==> config.mk <==
export PLATFORM = sky130hd
export DESIGN_NAME = ana_trigger_unit
export DESIGN_NICKNAME = d
export VERILOG_FILES = /design/src/rtl/ana_trigger_unit.sv
export SDC_FILE = /design/constraint.sdc
export NUM_CORES = 1
export LEC_CHECK = 0
export ABC_AREA = 1
export CAP_MARGIN = 10
export CORE_AREA = 5 5 171 173
export CTS_BUF_LIST = sky130_fd_sc_hd__clkbuf_2 sky130_fd_sc_hd__clkbuf_4 sky130_fd_sc_hd__clkbuf_8
export CTS_CLUSTER_DIAMETER = 50
export CTS_CLUSTER_SIZE = 40
export DETAILED_ROUTE_END_ITERATION = 10
export DIE_AREA = 0 0 176 178
export PLACE_DENSITY = 0.82
export SYNTH_ARGS = -nofsm -noshare
export SYNTH_HDL_FRONTEND = slang
export SYNTH_SLANG_ARGS = --single-unit
==> constraint.sdc <==
create_clock -name clk -period 29.4 [get_ports clk]
set_input_delay 5.88 -clock clk [delete_from_list [all_inputs] [get_ports clk]]
set_output_delay 5.88 -clock clk [all_outputs]
set_load 0.02 [all_outputs]
==> src/rtl/ana_trigger_unit.sv <==
// Programmable trigger generator for the signal analyzer: masked compare,
// compare-edge or masked-change events, with event count, post-match delay and hold.
module ana_trigger_unit #(
  parameter int DATA_WIDTH = 64,
  parameter int CNT_WIDTH  = 16
) (
  input  logic                  clk,
  input  logic                  rst,
  input  logic [DATA_WIDTH-1:0] probe,
  input  logic                  arm,
  input  logic [DATA_WIDTH-1:0] cfg_value,
  input  logic [DATA_WIDTH-1:0] cfg_mask,
  input  logic [1:0]            cfg_mode,
  input  logic [CNT_WIDTH-1:0]  cfg_count,
  input  logic [CNT_WIDTH-1:0]  cfg_delay,
  input  logic [CNT_WIDTH-1:0]  cfg_hold,
  output logic                  trigger,
  output logic                  armed,
  output logic [2:0]            state,
  output logic [CNT_WIDTH-1:0]  event_cnt
);

  typedef enum logic [2:0] {
    S_IDLE  = 3'd0,
    S_ARMED = 3'd1,
    S_DELAY = 3'd2,
    S_FIRE  = 3'd3,
    S_DONE  = 3'd4
  } state_e;

  state_e                  state_q, state_d;
  logic                    arm_q, arm_low_seen_q;
  logic                    match_q;
  logic [DATA_WIDTH-1:0]   probe_q;
  logic                    trigger_q, armed_q;
  logic [CNT_WIDTH-1:0]    event_cnt_q, event_cnt_d;
  logic [CNT_WIDTH-1:0]    delay_cnt_q, delay_cnt_d;
  logic [CNT_WIDTH-1:0]    hold_cnt_q, hold_cnt_d;
  logic [DATA_WIDTH-1:0]   cfg_value_q, cfg_mask_q;
  logic [1:0]              cfg_mode_q;
  logic [CNT_WIDTH-1:0]    cfg_count_q, cfg_delay_q, cfg_hold_q;

  logic                    arm_rise, latch_cfg, match, evt;
  logic [DATA_WIDTH-1:0]   cur_value, cur_mask;
  logic [CNT_WIDTH-1:0]    count_eff, event_cnt_inc;

  // arm held high through reset must fall once before a rise is accepted.
  assign arm_rise = arm & ~arm_q & arm_low_seen_q;

  // While idle the live config is compared so match_q is valid on the first armed cycle.
  assign cur_value = (state_q == S_IDLE) ? cfg_value : cfg_value_q;
  assign cur_mask  = (state_q == S_IDLE) ? cfg_mask  : cfg_mask_q;
  assign match     = ((probe ^ cur_value) & cur_mask) == '0;

  assign count_eff     = (cfg_count_q == '0) ? CNT_WIDTH'(1) : cfg_count_q;
  assign event_cnt_inc = (&event_cnt_q) ? event_cnt_q : event_cnt_q + CNT_WIDTH'(1);

  always_comb begin
    case (cfg_mode_q)
      2'b00:   evt = match;
      2'b01:   evt = match & ~match_q;
      2'b10:   evt = |((probe ^ probe_q) & cfg_mask_q);
      default: evt = 1'b0;
    endcase
  end

  always_comb begin
    // NOTE: every output of this block gets a default first so no latch is inferred.
    state_d     = state_q;
    event_cnt_d = event_cnt_q;
    delay_cnt_d = delay_cnt_q;
    hold_cnt_d  = hold_cnt_q;
    latch_cfg   = 1'b0;
    if (!arm) begin
      state_d     = S_IDLE;
      event_cnt_d = '0;
      delay_cnt_d = '0;
      hold_cnt_d  = '0;
    end else begin
      case (state_q)
        S_IDLE: begin
          event_cnt_d = '0;
          delay_cnt_d = '0;
          hold_cnt_d  = '0;
          if (arm_rise) begin
            state_d   = S_ARMED;
            latch_cfg = 1'b1;
          end
        end
        S_ARMED: begin
          if (evt) begin
            event_cnt_d = event_cnt_inc;
            if (event_cnt_inc >= count_eff) begin
              if (cfg_delay_q == '0) begin
                state_d    = S_FIRE;
                hold_cnt_d = cfg_hold_q;
              end else begin
                state_d     = S_DELAY;
                delay_cnt_d = cfg_delay_q;
              end
            end
          end
        end
        S_DELAY: begin
          if (delay_cnt_q == CNT_WIDTH'(1)) begin
            state_d    = S_FIRE;
            hold_cnt_d = cfg_hold_q;
          end else begin
            delay_cnt_d = delay_cnt_q - CNT_WIDTH'(1);
          end
        end
        S_FIRE: begin
          if (hold_cnt_q == CNT_WIDTH'(1)) begin
            state_d = S_DONE;
          end else if (hold_cnt_q != '0) begin
            hold_cnt_d = hold_cnt_q - CNT_WIDTH'(1);
          end
        end
        S_DONE:  ;
        default: state_d = S_IDLE;
      endcase
    end
  end

  always_ff @(posedge clk) begin
    // NOTE: sequential state uses non-blocking assignments so all registers update together.
    if (rst) begin
      state_q        <= S_IDLE;
      arm_q          <= 1'b0;
      arm_low_seen_q <= 1'b0;
      match_q        <= 1'b0;
      probe_q        <= '0;
      trigger_q      <= 1'b0;
      armed_q        <= 1'b0;
      event_cnt_q    <= '0;
      delay_cnt_q    <= '0;
      hold_cnt_q     <= '0;
    end else begin
      state_q        <= state_d;
      arm_q          <= arm;
      arm_low_seen_q <= arm_low_seen_q | ~arm;
      match_q        <= match;
      probe_q        <= probe;
      trigger_q      <= (state_q == S_FIRE) & arm;
      armed_q        <= (state_d == S_ARMED) || (state_d == S_DELAY);
      event_cnt_q    <= event_cnt_d;
      delay_cnt_q    <= delay_cnt_d;
      hold_cnt_q     <= hold_cnt_d;
    end
  end

  // NOTE: config registers have no reset; they are always loaded on arming before being read.
  always_ff @(posedge clk) begin
    if (latch_cfg) begin
      cfg_value_q <= cfg_value;
      cfg_mask_q  <= cfg_mask;
      cfg_mode_q  <= cfg_mode;
      cfg_count_q <= cfg_count;
      cfg_delay_q <= cfg_delay;
      cfg_hold_q  <= cfg_hold;
    end
  end

  assign trigger   = trigger_q;
  assign armed     = armed_q;
  assign state     = state_q;
  assign event_cnt = event_cnt_q;

endmodule

After elaboration in Yosys (flattened, before gate mapping) --
Index checks and enable logic that the tools add are counted. Widths: inputs -> output; s select.
Word-level totals: register bits after elaboration 298, input port bits 245, output and inout bits 21, word-level logic and storage cells 96
Operators by class: $add $sub $neg 3, $lt $le $gt $ge 1, eq/ne operators 18, multiplexer cells 30, bitwise operators 12, reduce and logical (&&, ||, !) cells 16
Operator list (number):
- $mux 16 | 13
- $and 64x64->64 | 2
- $mux 64 | 2
- $xor 64x64->64 | 2
- $logic_not 64->1 | 1
- $pmux 16 s4 | 1
- $reduce_or 64->1 | 1
- $pmux 16 s3 | 1
- $eq 16x1->1 const B | 2
- $logic_not 16->1 | 2
- $pmux 16 s2 | 1
- $sub 16x1->16 const B | 2
- $mux 3 | 6
- $add 16x1->16 const B | 1
- $ge 16x16->1 | 1
- $ne 2x2->1 const B | 8
- $reduce_and 16->1 | 1
- $reduce_bool 16->1 | 1
- $pmux 3 s5 | 1
- $eq 3x2->1 const B | 3
- $reduce_and 7->1 | 1
- $eq 3x1->1 const B | 2
- $reduce_and 5->1 | 1
- $and 1x1->1 | 4
- other kinds (15) | 20

Depth between registers and ports, before layout --
Gate-level depths: netlist of the first run.
depth in word-level cells 12, depth in mapped cells 24, mapped depth without buffers 24

Worst setup path before layout of the first run --
Ideal clock, no wire load.
path kind input-to-reg, from input port arm, to register cfg_count_q[0] (enable), data arrival time 22.786 ns, slack 5.460 ns, stages 2, path through inv_1 -> nor4_1
Between the ends: word-level cells in the longest chain between the ends 5
RTL lines:
- start: declaration | RTL line 10 | input logic arm,
- $and 1x1->1 (2 in series) | RTL line 48 | assign arm_rise = arm & ~arm_q & arm_low_seen_q;
- $mux 1 | RTL line 85 | if (arm_rise) begin
- $mux 1 | RTL line 80 | case (state_q)
- $mux 1 * | RTL line 74 | if (!arm) begin
- net latch_cfg | RTL line 43 | logic arm_rise, latch_cfg, match, evt;
- end signal: assignment | RTL line 158 | cfg_count_q <= cfg_count;
- end: declaration | RTL line 41 | logic [CNT_WIDTH-1:0] cfg_count_q, cfg_delay_q, cfg_hold_q;
Mark *: on every way through the listed nets, which the timed path passes. The rest lies on a longest branch. A chain may end at the register's enable or synchronous reset.

Worst setup path in the final report of the first run --
from input port arm, to register cfg_value_q[33] (enable)
Between the ends: word-level cells in the longest chain between the ends 5
RTL lines:
- $and 1x1->1 (2 in series) | RTL line 48
- $mux 1 | RTL line 85
- $mux 1 | RTL line 80
- $mux 1 * | RTL line 74
- net latch_cfg | RTL line 43
- end signal: assignment | RTL line 155 | cfg_value_q <= cfg_value;
- end: declaration | RTL line 39 | logic [DATA_WIDTH-1:0] cfg_value_q, cfg_mask_q;
Marked as above.

==> out/qor.yml, run 1 <==
outcome:
  outcome: "finished, final reports clean"
global_routing:
  grt_pass1_vias: 12985
  antenna_found_initial: 11
  grt_max_degree: 81
  gr-usage-all-layers_pct: 25.8
  grt_pass1_wl_mm: 64.2
  grt-ovfl-total: 0
cells_and_area:
  final_cells: 2549
  finish.utilization_pct: 68.0
  final_nets: 2438
  drive_above_1_share_pct: 4.96
  syn2layout_area_growth_pct: 25.7
timing:
  hold_viol: 0
  finalSetupViolCount: 0
  tightest_slew_ps: 1100
  rsz0062_at_grt: "no"
  drv_slew: 0
  finalCriticalPeriod_ps: 8500
  max_freq_mhz: 118
  finalSetupTns_ps: 0
  fin_crit_sh_pct: 28.9
  relSlewSlack_pct: 26.4
  fin_worst_skew_ps: 66.1
die:
  chipHeight_um: 178
  start_util_pct: 54.1
  rows: 61
  io_pins: 266
  coreArea_um2: 27500
  fp.dieW_um: 176
  die_area_um2: 31300
logic_synthesis:
  synth_area_per_cell_um2: 7.86
  ys_ff_latch: 298
  synthSimpleGateAreaFrac_pct: 30.3
  ys_warn_count: 0
  synth_fp_nets: 2158
  synth_xor_area_share_pct: 0.648
  synthAdderAreaFrac_pct: 1.77
  synth.distinct_cells: 46
  synth_top_family_by_area: "simple AND/OR/NAND/NOR gates"
  netlist_area_um2: 14900
  synth_cells: 1892
  synth_compound_area_share_pct: 7.06
  synth_mux_area_share_pct: 0
  synth_seq_area_share_pct: 52.1
placement:
  dp_hpwl_mm: 31.4
  dp.cells: 2482
  place.gp.congestion: 0.885
  placement.io_buffers: 265
drt:
  drc_errors: 0
  drtPass1Iterations: 5
  totalWireLength_mm: 41.4
  viasPerCell: 5.28
  drt_iter0_drc: 977
  detail-route-antenna-nets: 0
  vias: 13458
  wire_per_inst_um: 16.2
cts:
  clk_pin_slew_ps: 100
  cts_tree: "done"
  cts_setup_buffers: 0
  clock_tree.root_cell: "clkbuf_8"
  numCtsBuffers: 34
  clk_path_buf_depth: 3
  h-tree-depth: 2
  ctsResizeCount: 0
  cts_hold_buf: 0
  worst_skew_pair.late_latency_ps: 590
  cts_sinks: 298
worst_setup_path:
  startpoint_type: "input port"
  reg2reg_from: "event_cnt[0]"
  startpoint: "arm"
  crit_arrival_ps: 8660
  worstPathMaxFanout: 80
  crit_buf_inv: 4
  crit_path_max_incr_delay_ps: 940
  cp-end-kind: "flip-flop"
  crit_top_cell: "buf_4"
  worst-setup-path-type: "in2reg"
  cp.required_ps: 29560
  path_cells: "clkdlybuf4s50_1 -> inv_1 -> nor4_2 -> buf_4 -> buf_4"
  path_delay_family: "buffers and inverters"
  slowest_stage: "buf_4"
  r2r_slack_ps: 24710
pwr:
  p_total_mw: 0.911
  seqPwrFrac_pct: 51.1
  p_int_mw: 0.666
  leakage_nw: 8.06
  swShare_pct: 26.9
  power_density_nw_per_um2: 48.7
  clkPwrFrac_pct: 36.5
  p_sw_mw: 0.245
  irDropWorstVdd_mv: 0.0278
  comb_power_share_pct: 12.3
worst_hold_path:
  hold_class: "reg2reg"
  min-delay-start: "arm_low_seen_q"
run:
  maxCapViolCount: 0
==> cell families (layout without fill, tap and decap cells) <==
| group | Yosys count | after routing |
|---|---|---|
| and+or+nand+nor | 1061 | 1061 |
| buffers and inverters | 312 | 618 |
| DFF | 298 | 298 |
| AOI/OAI and AO/OA | 189 | 189 |
| adders and majority gates | 21 | 21 |
| xor gates and xnor gates | 11 | 11 |
| other | 0 | 5 |
==> metrics by stage <==
step | worst slack, ps | hold slack (ps) | cell area, um^2
after floorplan | 5460 | 433 | 14900
after global placement | 20440 | 480 | 17900
after detailed placement | 20340 | 492 | 17900
after CTS | 20890 | 506 | 18700
after global routing | 20710 | 537 | 18700
final | 20900 | 518 | 18700
==> power groups by stage <==
stage	Combinational (mW)	Clock [mW]	Sequential, mW
3_3_place_gp	0.108	0	0.474
6_report	0.112	0.333	0.466
4_1_cts	0.112	0.338	0.466
2_1_floorplan	0.0525	0	0.479
5_1_grt	0.124	0.357	0.468
3_5_place_dp	0.111	0	0.475
==> flip-flops by register name, indices dropped and copies added (netlist names), 2 cells and up <==
signal and flops:
cfg_mask_q 64, cfg_value_q 64, probe_q 64, cfg_count_q 16, cfg_delay_q 16, cfg_hold_q 16, delay_cnt_q 16, event_cnt 16
hold_cnt_q 16, state 3, cfg_mode_q 2
==> tightest hold or removal path: stages, from the launching register on <==
cell and delay [ps]:
dfxtp_1 310, inv_1 90, a21oi_1 70
==> cells in the mapped netlist (all sizes together) <==
library cell	count	area (um^2)
nand2	526	2000
inv	285	1070
nor2	250	951
nand3	196	998
edfxtp	178	5350
dfxtp	120	2400
o21ai	97	493
a21oi	64	320
or2	33	206
nand4	26	169
ha	21	263
clkbuf	16	60.1
nor3	16	90.1
nor4	13	81.3
buf	11	80.1
xor2	10	87.6
a21o	5	37.5
a32o	4	40.0
a21boi	3	26.3
o21a	3	22.5
o22ai	3	18.8
a211oi	2	15.0
a22o	2	17.5
a31o	2	17.5
a2111oi	1	15.0
a211o	1	8.76
a41o	1	10.0
nor4b	1	15.0
o211ai	1	7.51
xnor2	1	8.76
==> routing by layer <==
layer  share of wire [%]  wire [um]  GRT usage (%)  up-vias
li1                    -          -              -     6703
met5                0.24         98              0        -
met2                  49      20500           45.9      500
met4                 3.5       1460           9.65       14
met3                 8.2       3400           5.72      103
met1                  39      16000           30.7     6138
==> path summary, 6_finish.rpt <==
check / cells past startpoint / endpoint
worst max register to register: 21 / delay_cnt_q[6]
worst min-delay path: 2 / arm_low_seen_q
worst max-delay path: 5 / cfg_value_q[33]
worst min register to register: 2 / arm_low_seen_q
==> cell type report <==
type                            instances  area (um^2)
Clock buffer                           38          510
Inverter                              285         1070
Antenna cell                            5         12.5
Tap cell                              346          433
Clock inverter                         24          303
Multi-Input combinational cell       1282         5930
Fill cell                            2211         8780
Sequential cell                       298         7750
Timing Repair Buffer                  271         2690
==> placed cells by master, fill, tap and decap left out, drive strengths merged <==
cell	count
nand2	526
inv	298
clkdlybuf4s50	264
nor2	250
nand3	196
edfxtp	178
dfxtp	120
o21ai	97
a21oi	64
clkbuf	38
or2	33
nand4	26
ha	21
nor3	16
nor4	13
xor2	10
buf	7
clkinv	7
diode	5
a21o	5
a32o	4
o21a	3
o22ai	3
bufinv	3
a21boi	3
a211oi	2
a22o	2
a31o	2
xnor2	1
a41o	1
o211ai	1
nor4b	1
a211o	1
a2111oi	1
clkinvlp	1
Note: power is estimated with default switching activity, not from simulation.
==> run 2, diff against run 1 <==
- CORE_AREA: 5 5 171 173 -> 5 5 179 181
- DIE_AREA: 0 0 176 178 -> 0 0 184 186
- PLACE_DENSITY: 0.82 -> 0.79
- clock period: 29.4 -> 6.9 ns (I/O delays scaled with it)
==> out/qor.yml, run 2 (synthesis results as in run 1) <==
timing:
  max_freq_mhz: 221
  drv_slew: 0  # unchanged
  layout_setup_ws_ps: 2370  # was 20900 ps
  relSlewSlack_pct: 30.6  # was 26.4%
  finalCriticalPeriod_ps: 4530
  finalSetupViolCount: 0  # unchanged
  rsz0062_at_grt: "no"  # unchanged
  tightest_slew_ps: 1040  # was 1100 ps
  fin_worst_skew_ps: 40.8  # was 66.1 ps
  hold_viol: 0  # unchanged
  fin_crit_sh_pct: 65.7
  finalSetupTns_ps: 0  # unchanged
cts:
  ctsResizeCount: 0  # unchanged
  cts_sinks: 298  # unchanged
  clk_path_buf_depth: 3  # unchanged
  cts_hold_buf: 0  # unchanged
  clock_tree.root_cell: "clkbuf_8"  # unchanged
  numCtsBuffers: 34  # unchanged
  h-tree-depth: 2  # unchanged
  worst_skew_pair.late_latency_ps: 570  # was 590 ps
  clk_pin_slew_ps: 90  # was 100 ps
  cts_tree: "done"  # unchanged
  cts_setup_buffers: 0  # unchanged
cells_and_area:
  nFillCells: 2597  # was 2211
  final_cell_mix: "nand2_1, inv_1, clkdlybuf4s50_1, nor2_1, nand3_1"  # unchanged
  final_area_um2: 18700  # about the same
  drive_above_1_share_pct: 4.96  # about the same
  final_nets: 2438  # unchanged
  top_regs: "cfg_mask_q (64), cfg_value_q (64), probe_q (64)"  # unchanged
  final_cells: 2598  # was 2549
  final_common_cell: "nand2_1"  # unchanged
  syn2layout_area_growth_pct: 25.9  # was 25.7%
placement:
  placement.io_buffers: 265  # unchanged
  dp.cells: 2532  # was 2482
  placed_area_um2: 17900  # about the same
  place_worst_setup_slack_ps: 2450  # was 20340 ps
  place.gp.congestion: 0.918  # was 0.885
  dp_hpwl_mm: 31.8  # was 31.4 mm
worst_hold_path:
  hold_class: "reg2reg"  # unchanged
drt:
  detail-route-antenna-nets: 0  # unchanged
  vias: 13383  # was 13458
  drc_errors: 0  # unchanged
  drtPass1Iterations: 7  # was 5
  drt_iter0_drc: 1076  # was 977
  viasPerCell: 5.15  # was 5.28
  totalWireLength_mm: 41.7  # was 41.4 mm
  wire_per_inst_um: 16.1  # was 16.2 um
worst_setup_path:
  crit_path_max_incr_delay_ps: 510  # was 940 ps
  startpoint_type: "flip-flop"  # was input port
  path_delay_family: "simple AND/OR/NAND/NOR gates"  # was buffers and inverters
  worstPathMaxFanout: 22  # was 80
  crit_top_cell: "nand2_1"  # was buf_4
  crit_buf_inv: 2  # was 4
  path_cells: "ha_1 -> nand2_1 -> nor2_1 -> nand3_1 -> nor3_1 -> nand2_1 -> nor2_2 -> inv_2 -> nand3_1 -> o21a_1 -> ha_1 -> a21oi_1 -> o21ai_0 -> a21oi_1 -> nand4_2 -> o21ai_0 -> nor2_1 -> nand2_1 -> inv_2 -> nand2_1 -> a21oi_1"  # was clkdlybuf4s50_1 -> inv_1 -> nor4_2 -> buf_4 -> buf_4
  slowest_stage: "nand2_1"  # was buf_4
  crit_arrival_ps: 4930  # was 8660 ps
  cp.required_ps: 7300  # was 29560 ps
  cp-end-kind: "flip-flop"  # unchanged
  worst-setup-path-type: "reg2reg"  # was in2reg
global_routing:
  gr-usage-all-layers_pct: 23.9  # was 25.8%
  grt_pass1_wl_mm: 65.1  # was 64.2 mm
  antenna_found_initial: 10  # was 11
  grt_pass1_vias: 12984  # was 12985
  grt_max_degree: 79  # was 81
  grt-ovfl-total: 0  # unchanged
pwr:
  leakage_nw: 8.03  # was 8.06 nW
  power_density_nw_per_um2: 205  # was 48.7 nW/um^2
  p_total_mw: 3.84  # was 0.911 mW
  irDropWorstVdd_mv: 0.134  # was 0.0278 mV
die:
  start_util_pct: 49.1  # was 54.1%
  fp.dieW_um: 184  # was 176 um
  chipHeight_um: 186  # was 178 um
  die_area_um2: 34200  # was 31300 um^2
  rows: 64  # was 61
  io_pins: 266  # unchanged
  coreArea_um2: 30300  # was 27500 um^2
run:
  maxCapViolCount: 0  # unchanged
outcome:
  outcome: "finished, final reports clean"  # unchanged
run 2: changes by cell type in the layout (fill, tap and decap cells not counted), sizes merged:
cell and change:
clkinv +1, inv -6, clkinvlp +4
run 2: layout make-up:
type	count	area, um^2	area share [%]
sequential	298	7750	41.4
multi-input combinational	1282	5930	31.7
timing repair buffer	271	2690	14.4
inverter	285	1070	5.73
clock buffer	38	510	2.72
tap	396	495	2.64
clock inverter	23	268	1.43
antenna	5	12.5	0.0668
run 2: power by group:
part,switching (mW),internal (mW),total (mW)
clock,0.727,0.649,1.38
sequential,0.0324,1.95,1.99
combinational,0.260,0.219,0.479
total,1.02,2.82,3.84
run 2: final timing paths:
check | startpoint | end | slack (ps) | cells after the start
hold reg to reg | delay_cnt_q[6] | delay_cnt_q[6] | 510 | 2
setup / recovery | event_cnt[0] | delay_cnt_q[0] | 2370 | 21
setup reg to reg | event_cnt[0] | delay_cnt_q[0] | 2370 | 21
hold / removal | delay_cnt_q[6] | delay_cnt_q[6] | 510 | 2
run 2: worst min-delay path, delay by kind of cell (launching register included):
family | cells | cell delay (ps)
compound gates | 1 | 60
flops | 1 | 340
simple gates | 1 | 70
run 2: routing by layer:
metal	up-vias	GRT usage, %	routed length [um]
li1	6694	-	-
met3	92	5.71	3330
met4	10	8.73	1410
met1	6138	28.7	16300
met2	449	41.9	20600
met5	-	0	67
run 2: stage by stage:
step	utilization, %	hold slack [ps]
2_1_floorplan	-	462
3_3_place_gp	59.3	487
3_5_place_dp	59.3	494
4_1_cts	61.9	508
5_1_grt	61.9	542
6_report	61.9	511
